### config.mk
export PLATFORM = sky130hd
export DESIGN_NAME = tdm_demux
export DESIGN_NICKNAME = d
export VERILOG_FILES = /design/src/rtl/tdm_pkg.sv /design/src/rtl/tdm_slot_counter.sv /design/src/rtl/tdm_demux.sv
export SDC_FILE = /design/constraint.sdc
export NUM_CORES = 1
export LEC_CHECK = 0
export BUFFER_PORTS_ARGS = -buffer_cell sky130_fd_sc_hd__buf_2
export CORE_AREA = 2 2 39 41
export DETAILED_ROUTE_END_ITERATION = 8
export DIE_AREA = 0 0 41 43
export GPL_ROUTABILITY_DRIVEN = 0
export SLEW_MARGIN = 30
export SYNTH_ARGS = -nofsm -noshare
export SYNTH_HDL_FRONTEND = slang
export SYNTH_SLANG_ARGS = --single-unit
### constraint.sdc
create_clock -name clk -period 4.5 [get_ports clk]
set_input_delay 0.225 -clock clk [delete_from_list [all_inputs] [get_ports clk]]
set_output_delay 0.225 -clock clk [all_outputs]
set_load 0.05 [all_outputs]
### src/rtl/tdm_pkg.sv
// Shared types and helpers for the TDM demultiplexer.
// Build option: define TDM_PARITY_EN to add an even-parity slot to every frame.
package tdm_pkg;

  typedef enum logic {
    HUNT   = 1'b0,
    LOCKED = 1'b1
  } tdm_state_t;

  localparam int unsigned TDM_MAX_CHANNELS = 16;

  function automatic int unsigned frame_len(input int unsigned ch);
`ifdef TDM_PARITY_EN
    return ch + 32'd1;
`else
    return ch;
`endif
  endfunction

  // Even parity: the parity bit that makes the total count of ones even.
  function automatic logic even_parity(input logic [TDM_MAX_CHANNELS-1:0] d);
    return ^d;
  endfunction

endpackage

### src/rtl/tdm_slot_counter.sv
// Slot counter for the TDM demultiplexer: clear, load-to-1, and increment with wrap at L-1.
// Frame length L follows TDM_PARITY_EN through tdm_pkg::frame_len.
module tdm_slot_counter
  import tdm_pkg::*;
#(
  parameter int CHANNELS = 2,
  parameter int SW       = $clog2(CHANNELS + 1)
) (
  input  logic          clk,
  input  logic          rst,
  input  logic          en,
  input  logic          load1,
  input  logic          clr,
  output logic [SW-1:0] slot,
  output logic          last_slot
);

  localparam logic [SW-1:0] LAST = SW'(frame_len(unsigned'(CHANNELS)) - 32'd1);

  logic [SW-1:0] slot_d;
  logic [SW-1:0] slot_q;

  always_comb begin
    slot_d = slot_q;
    if (clr) begin
      slot_d = '0;
    end else if (load1) begin
      slot_d = SW'(1);
    end else if (en) begin
      slot_d = (slot_q == LAST) ? '0 : slot_q + SW'(1);
    end else begin
      slot_d = slot_q;
    end
  end

  always_ff @(posedge clk or posedge rst) begin
    if (rst) begin
      slot_q <= '0;
    end else begin
      slot_q <= slot_d;
    end
  end

  assign slot      = slot_q;
  assign last_slot = (slot_q == LAST);

endmodule

### src/rtl/tdm_demux.sv
// Time-division demultiplexer: splits a serial, frame-synced bit stream into a parallel word.
// Build option: TDM_PARITY_EN appends an even-parity slot that gates each ch_out update.
module tdm_demux
  import tdm_pkg::*;
#(
  parameter int CHANNELS = 2,
  parameter int SW       = $clog2(CHANNELS + 1)
) (
  input  logic                clk,
  input  logic                rst,
  input  logic                en,
  input  logic                din,
  input  logic                sync,
  output logic [CHANNELS-1:0] ch_out,
  output logic                frame_valid,
  output logic                locked,
  output logic                sync_err,
  output logic                parity_err,
  output logic [SW-1:0]       slot
);

  tdm_state_t          state_d, state_q;
  logic [CHANNELS-1:0] shadow_d, shadow_q;
  logic [CHANNELS-1:0] ch_out_d, ch_out_q;
  logic                frame_valid_d, frame_valid_q;
  logic                sync_err_d, sync_err_q;
  logic                parity_err_d, parity_err_q;
  logic                cnt_inc, cnt_load1, cnt_clr;
  logic [SW-1:0]       slot_s;
  logic                last_slot_s;

  tdm_slot_counter #(
    .CHANNELS (CHANNELS),
    .SW       (SW)
  ) u_slot_counter (
    .clk       (clk),
    .rst       (rst),
    .en        (cnt_inc),
    .load1     (cnt_load1),
    .clr       (cnt_clr),
    .slot      (slot_s),
    .last_slot (last_slot_s)
  );

  always_comb begin
    state_d       = state_q;
    shadow_d      = shadow_q;
    ch_out_d      = ch_out_q;
    frame_valid_d = 1'b0;
    sync_err_d    = 1'b0;
    parity_err_d  = 1'b0;
    cnt_inc       = 1'b0;
    cnt_load1     = 1'b0;
    cnt_clr       = 1'b0;
    if (en) begin
      case (state_q)
        HUNT: begin
          if (sync) begin
            shadow_d    = '0;
            shadow_d[0] = din;
            cnt_load1   = 1'b1;
            state_d     = LOCKED;
          end else begin
            state_d = HUNT;
          end
        end
        LOCKED: begin
          if (sync) begin
            // A sync anywhere but slot 0 restarts the frame from this bit.
            sync_err_d  = (slot_s != '0);
            shadow_d    = '0;
            shadow_d[0] = din;
            cnt_load1   = 1'b1;
          end else if (slot_s == '0) begin
            sync_err_d = 1'b1;
            state_d    = HUNT;
            cnt_clr    = 1'b1;
          end else begin
            for (int i = 0; i < CHANNELS; i++) begin
              if (slot_s == SW'(i)) begin
                shadow_d[i] = din;
              end else begin
                shadow_d[i] = shadow_d[i];
              end
            end
            cnt_inc = 1'b1;
            if (last_slot_s) begin
`ifdef TDM_PARITY_EN
              if (even_parity(TDM_MAX_CHANNELS'(shadow_q)) == din) begin
                ch_out_d      = shadow_q;
                frame_valid_d = 1'b1;
              end else begin
                parity_err_d = 1'b1;
              end
`else
              ch_out_d             = shadow_q;
              ch_out_d[CHANNELS-1] = din;
              frame_valid_d        = 1'b1;
`endif
            end else begin
              frame_valid_d = 1'b0;
            end
          end
        end
        default: begin
          state_d = HUNT;
          cnt_clr = 1'b1;
        end
      endcase
    end else begin
      state_d = state_q;
    end
  end

  always_ff @(posedge clk or posedge rst) begin
    if (rst) begin
      state_q       <= HUNT;
      shadow_q      <= '0;
      ch_out_q      <= '0;
      frame_valid_q <= 1'b0;
      sync_err_q    <= 1'b0;
      parity_err_q  <= 1'b0;
    end else begin
      state_q       <= state_d;
      shadow_q      <= shadow_d;
      ch_out_q      <= ch_out_d;
      frame_valid_q <= frame_valid_d;
      sync_err_q    <= sync_err_d;
      parity_err_q  <= parity_err_d;
    end
  end

  assign ch_out      = ch_out_q;
  assign frame_valid = frame_valid_q;
  assign locked      = (state_q == LOCKED);
  assign sync_err    = sync_err_q;
  assign parity_err  = parity_err_q;
  assign slot        = slot_s;

endmodule

* Yosys cells after proc, flatten, opt, wreduce, memory -nomap -nowiden
Cells that the tools add are included. Widths: inputs -> output; s select.
Word-level totals: flip-flop bits (word level) 8, latch bits 0, bits in writable memories 0, bits in read-only memories 0, bits of input ports 5, output and inout port bits 8, logic and storage cells 45, memories 0
Operators by class: add/subtract/negate cells 1, $mul 0, divide/modulo/power cells 0, magnitude comparators 0, equality and inequality tests 3, shift-type cells 0, muxes and demuxes 27, bitwise gates (word level) 3, reductions and logical operators 5
Operator list (number):
- $mux 1 | 21
- $mux 2 | 4
- $reduce_and 5->1 | 1
- $ne 2x2->1 const B | 2
- $pmux 1 s2 | 2
- $not 1->1 | 3
- $reduce_and 3->1 | 1
- $reduce_bool 3->1 | 1
- $add 2x1->2 const B | 1
- $eq 2x1->1 const B | 1
- $logic_not 2->1 | 1
- $reduce_bool 2->1 | 1

* Depth between registers and ports, before layout
depth in word-level cells 8, gate-level depth with buffers 6, mapped depth without buffers 6

* By module
From an unflattened synthesis, not the netlist that was laid out.
Unflattened totals: cell total of the unflattened synthesis 35, area, all modules 395.4 um^2
Modules (own cells, without submodules):
- tdm_demux | instances 1, cells an instance 26, area each 299.0 um^2, sequential area each 150.1 um^2
- tdm_slot_counter | instances 1, cells an instance 9, area each 96.3 um^2, sequential area each 50.0 um^2

* Worst setup path after synthesis
No wires, ideal clock.
path type register to register, start point register u_slot_counter.slot_q[1], in the netlist u_slot_counter.slot[1], end point register ch_out_q[0], in the netlist ch_out[0], library setup time 128 ps, arrival 1642 ps, required time 4372 ps, slack 2730 ps, cell stages (with the launch flop) 6, path buffers 0, clock period less this slack 1770 ps, cells stage by stage dfrtp_1 or2_2 ha_1 nand2_1 nor3_2 mux2_1
On the way: longest elaborated chain between the ends 3, elaborated cells on any way between the ends 4, those cells by class eq/ne (1); bitwise (1); reduce/logical (2)
RTL lines:
- start, declared | line tdm_slot_counter.sv:21 | logic [SW-1:0] slot_q;
- start signal, assigned | line tdm_slot_counter.sv:40 | slot_q <= slot_d;
- $logic_not 2->1 | line tdm_demux.sv:74 | end else if (slot_s == '0) begin
- $not 1->1 (no line)
- $reduce_and 5->1 (no line) (*)
- end signal, assigned | line tdm_demux.sv:126 | ch_out_q <= ch_out_d;
- end, declared | line tdm_demux.sv:24 | logic [CHANNELS-1:0] ch_out_d, ch_out_q;
Every way passes the cells marked *; elsewhere a longest branch is shown, timed or not. A chain may end at the register's enable or synchronous reset.

* Final worst setup path
start point register u_slot_counter.slot_q[0], in the netlist u_slot_counter.slot[0], end point register ch_out_q[0], in the netlist ch_out[0]
Same word-level chain as after synthesis.

==> flow_summary.yaml <==
timing:
  setup_viol_count_final: 0
  rsz0062_at_grt: "no"
  clock.fmax_mhz: 642.6
  hold_slack_ns: 0.2017
  worst_clock_skew_ns: 0.002045
  setup-tns-final_ns: 0
  hold_violations: 0
  period_minus_slack_ns: 1.556
  slew_viol_final: 0
  fin_crit_sh_pct: 34.58
setup_path:
  path_max_fanout: 5
  reg2reg_slack_ns: 2.94
  crit_path_top_delay_cell: "dfrtp_1"
  worstRegToRegCells: 5
  start_kind: "flip-flop"
  timing.rr.end: "ch_out[0]"
  worstSetupPathType: "reg -> reg"
  crit_family: "simple AND/OR/NAND/NOR gates"
  critPathLaunch: "u_slot_counter.slot[0]"
  cp_num_buf_inv: 0
  reg2reg_from: "u_slot_counter.slot[0]"
  cp_cell_sequence: "or2_2 -> ha_1 -> nand2_1 -> nor3_2 -> mux2_1"
  cpPeakStageDelay_ns: 0.41
  arrival_ns: 1.69
  critPathCaptureType: "flip-flop"
  worst_ep_required_time_ns: 4.63
yosys:
  yosysTopAreaCellShare_pct: 51.28
  yosys.area_share.simple_pct: 14.42
  synth_ff_type: "dfrtp_1"
  synthAdderAreaFrac_pct: 6.410
  synth.distinct_cells: 20
  syn_avg_cell_area_um2: 10.84
  synth_top_area_cell: "dfrtp_1"
  netlist_top_cells_count: "dfrtp_1, a21oi_1, inv_1, mux2_1"
  seq_area_frac_synth_pct: 51.28
  synthTopCellsByArea: "dfrtp_1, mux2_1, ha_1, a21oi_1, a31oi_1"
  netlist_area_um2: 390.4
  synthArstFlopShare_pct: 100.0
  muxShareOfSynthArea_pct: 8.654
  synth_top_family_by_area: "simple AND/OR/NAND/NOR gates"
  synth_edf_count: 0
  yosysWarnings: 0
  synthXorXnorAreaFrac_pct: 0
  synth-compound-area-share_pct: 12.18
  syn_inst: 36
  ys_ff_latch: 8
  yosysMostFrequentCell: "dfrtp_1"
  synthesis.nets: 43
drt:
  wire_per_inst_um: 10.35
  drc: 0
  antenna_left: 0
  firstDrtPassIters: 4
  wirelength_um: 673
  dr.first_iter.drc_count: 5
  via_count: 284
  avgViaCountPerCell: 4.369
floorplan:
  floorplan.initialDensity_pct: 28.21
  die_y_um: 43
  pin_count: 13
  die_w_um: 41
  rows: 14
  core_area_um2: 1384
  dieArea_um2: 1763
final_layout:
  nNetsFinal: 58
  fillers: 140
  area_growth_pct: 24.36
  final_cells: 65
  antenna_cells: 0
  layout-drive-gt1-share_pct: 36.73
placement:
  port_buffers: 11
  dp.final_hpwl_um: 496.4
  post-place-cells: 61
outcome:
  status: "completed"
pwr:
  p_leak_nw: 0.2499
  pwr-share-seq_pct: 34.6
  p_comb_share_pct: 49.0
  ir_drop_mv: 0.2405
  clkPwrFrac_pct: 16.4
  power.density_nw_per_um2: 670.4
  power_switching_uw: 155.0
  power_switching_share_pct: 47.63
  internal-power_uw: 170.5
clock_tree:
  root_buffer: "clkbuf_4"
  cts_tree: "done"
  cts_buffer_depth: 2
  post-cts-setup-buffer-count: 0
  h-tree-depth: 1
  path_clk_slew_ns: 0.05
  ctsResizeCount: 0
  numClockSinks: 8
  clk_latency_ns: 0.25
  cts_buffers: 3
flow_run:
  cap_violations: 0
grt:
  grt_max_degree: 9
  grt_antenna_before_repair: 0
  grt_pass1_wl_mm: 1.090
  grt_pass1_vias: 248
  overflow: 0
  grt_usage_pct: 9.697
min_path:
  hold_path_class: "in -> reg"
  min_path_cells: 2
  min_to: "ch_out[1]"
  min_from: "din"
[what timing repair did]
item                       CTS  global route
hold buffers                 1             0
setup endpoints to repair    0             0
hold endpoints to repair     8             0
[layout make-up]
| cell class | count | area, µm² | area share [%] |
|---|---|---|---|
| timing repair buffer | 12 | 65.06 | 13.40 |
| clock buffer | 3 | 22.52 | 4.639 |
| tap | 16 | 20.02 | 4.124 |
| sequential | 8 | 200.2 | 41.24 |
| multi-input combinational | 23 | 166.4 | 34.28 |
| inverter | 3 | 11.26 | 2.320 |
[state kept, by name, summed over array words and instances, names as in the netlist]
| signal | count |
|---|---|
| ch_out | 2 |
| u_slot_counter.slot | 2 |
| frame_valid | 1 |
| locked | 1 |
| shadow_q | 1 |
| sync_err | 1 |
[metal layers]
metal  up-vias  track usage, %  wire [µm]
li1        145               -          -
met1       126           11.80        328
met2        11           12.19        291
met3         2           3.141         40
met4         0           10.00         12
met5         -               0          0
[cells in the final DEF (no fill, tap or decap)]
| cell type | instances |
|---|---|
| o21ai_1 | 1 |
| a31oi_1 | 2 |
| nand2_2 | 1 |
| conb_1 | 1 |
| nand2_1 | 2 |
| nor2_1 | 1 |
| clkbuf_4 | 3 |
| a21oi_1 | 3 |
| nor2b_1 | 1 |
| or2_2 | 1 |
| nor4b_1 | 1 |
| and3_2 | 1 |
| o21bai_1 | 1 |
| mux2_1 | 3 |
| ha_1 | 2 |
| inv_1 | 3 |
| dfrtp_1 | 8 |
| nor3_2 | 1 |
| a21o_1 | 1 |
| buf_2 | 11 |
| dlygate4sd3_1 | 1 |
[metrics by stage]
step / cell area (µm²) / power [mW] / worst slack [ns] / utilization, %
CTS: 485.5 / 0.3308 / 2.944 / 35.08
finish: 485.5 / 0.3255 / 2.944 / 35.08
global route: 485.5 / 0.3486 / 2.886 / 35.08
global placement: 452.9 / 0.2735 / 2.965 / 32.73
floorplan: 390.4 / 0.2397 / 2.730 / -
detailed placement: 452.9 / 0.2744 / 2.956 / 32.73
[how the worst max path moves through the flow]
stage          slack [ns]        end  cells past startpoint
3_5_place_dp         2.96  ch_out[0]                      5
5_1_grt              2.89  ch_out[0]                      5
4_1_cts              2.94  ch_out[0]                      5
6_report             2.94  ch_out[0]                      5
2_1_floorplan        2.73  ch_out[0]                      5
3_3_place_gp         2.96  ch_out[0]                      5
[cell families after synthesis]
group | after synthesis
and+or+nand+nor | 9
AOI/OAI and AO/OA | 8
DFF | 8
buffers and inverters | 5
muxes | 3
adders and majority gates | 2
other | 1
[power groups by stage]
| stage | Clock, mW | Sequential (mW) | Combinational [mW] |
|---|---|---|---|
| 2_1_floorplan | 0 | 0.190 | 0.0498 |
| 3_3_place_gp | 0 | 0.114 | 0.160 |
| 3_5_place_dp | 0 | 0.114 | 0.160 |
| 4_1_cts | 0.0566 | 0.113 | 0.161 |
| 5_1_grt | 0.0612 | 0.116 | 0.171 |
| 6_report | 0.0534 | 0.112 | 0.160 |
No activity file was read; power rests on OpenSTA's default activity.
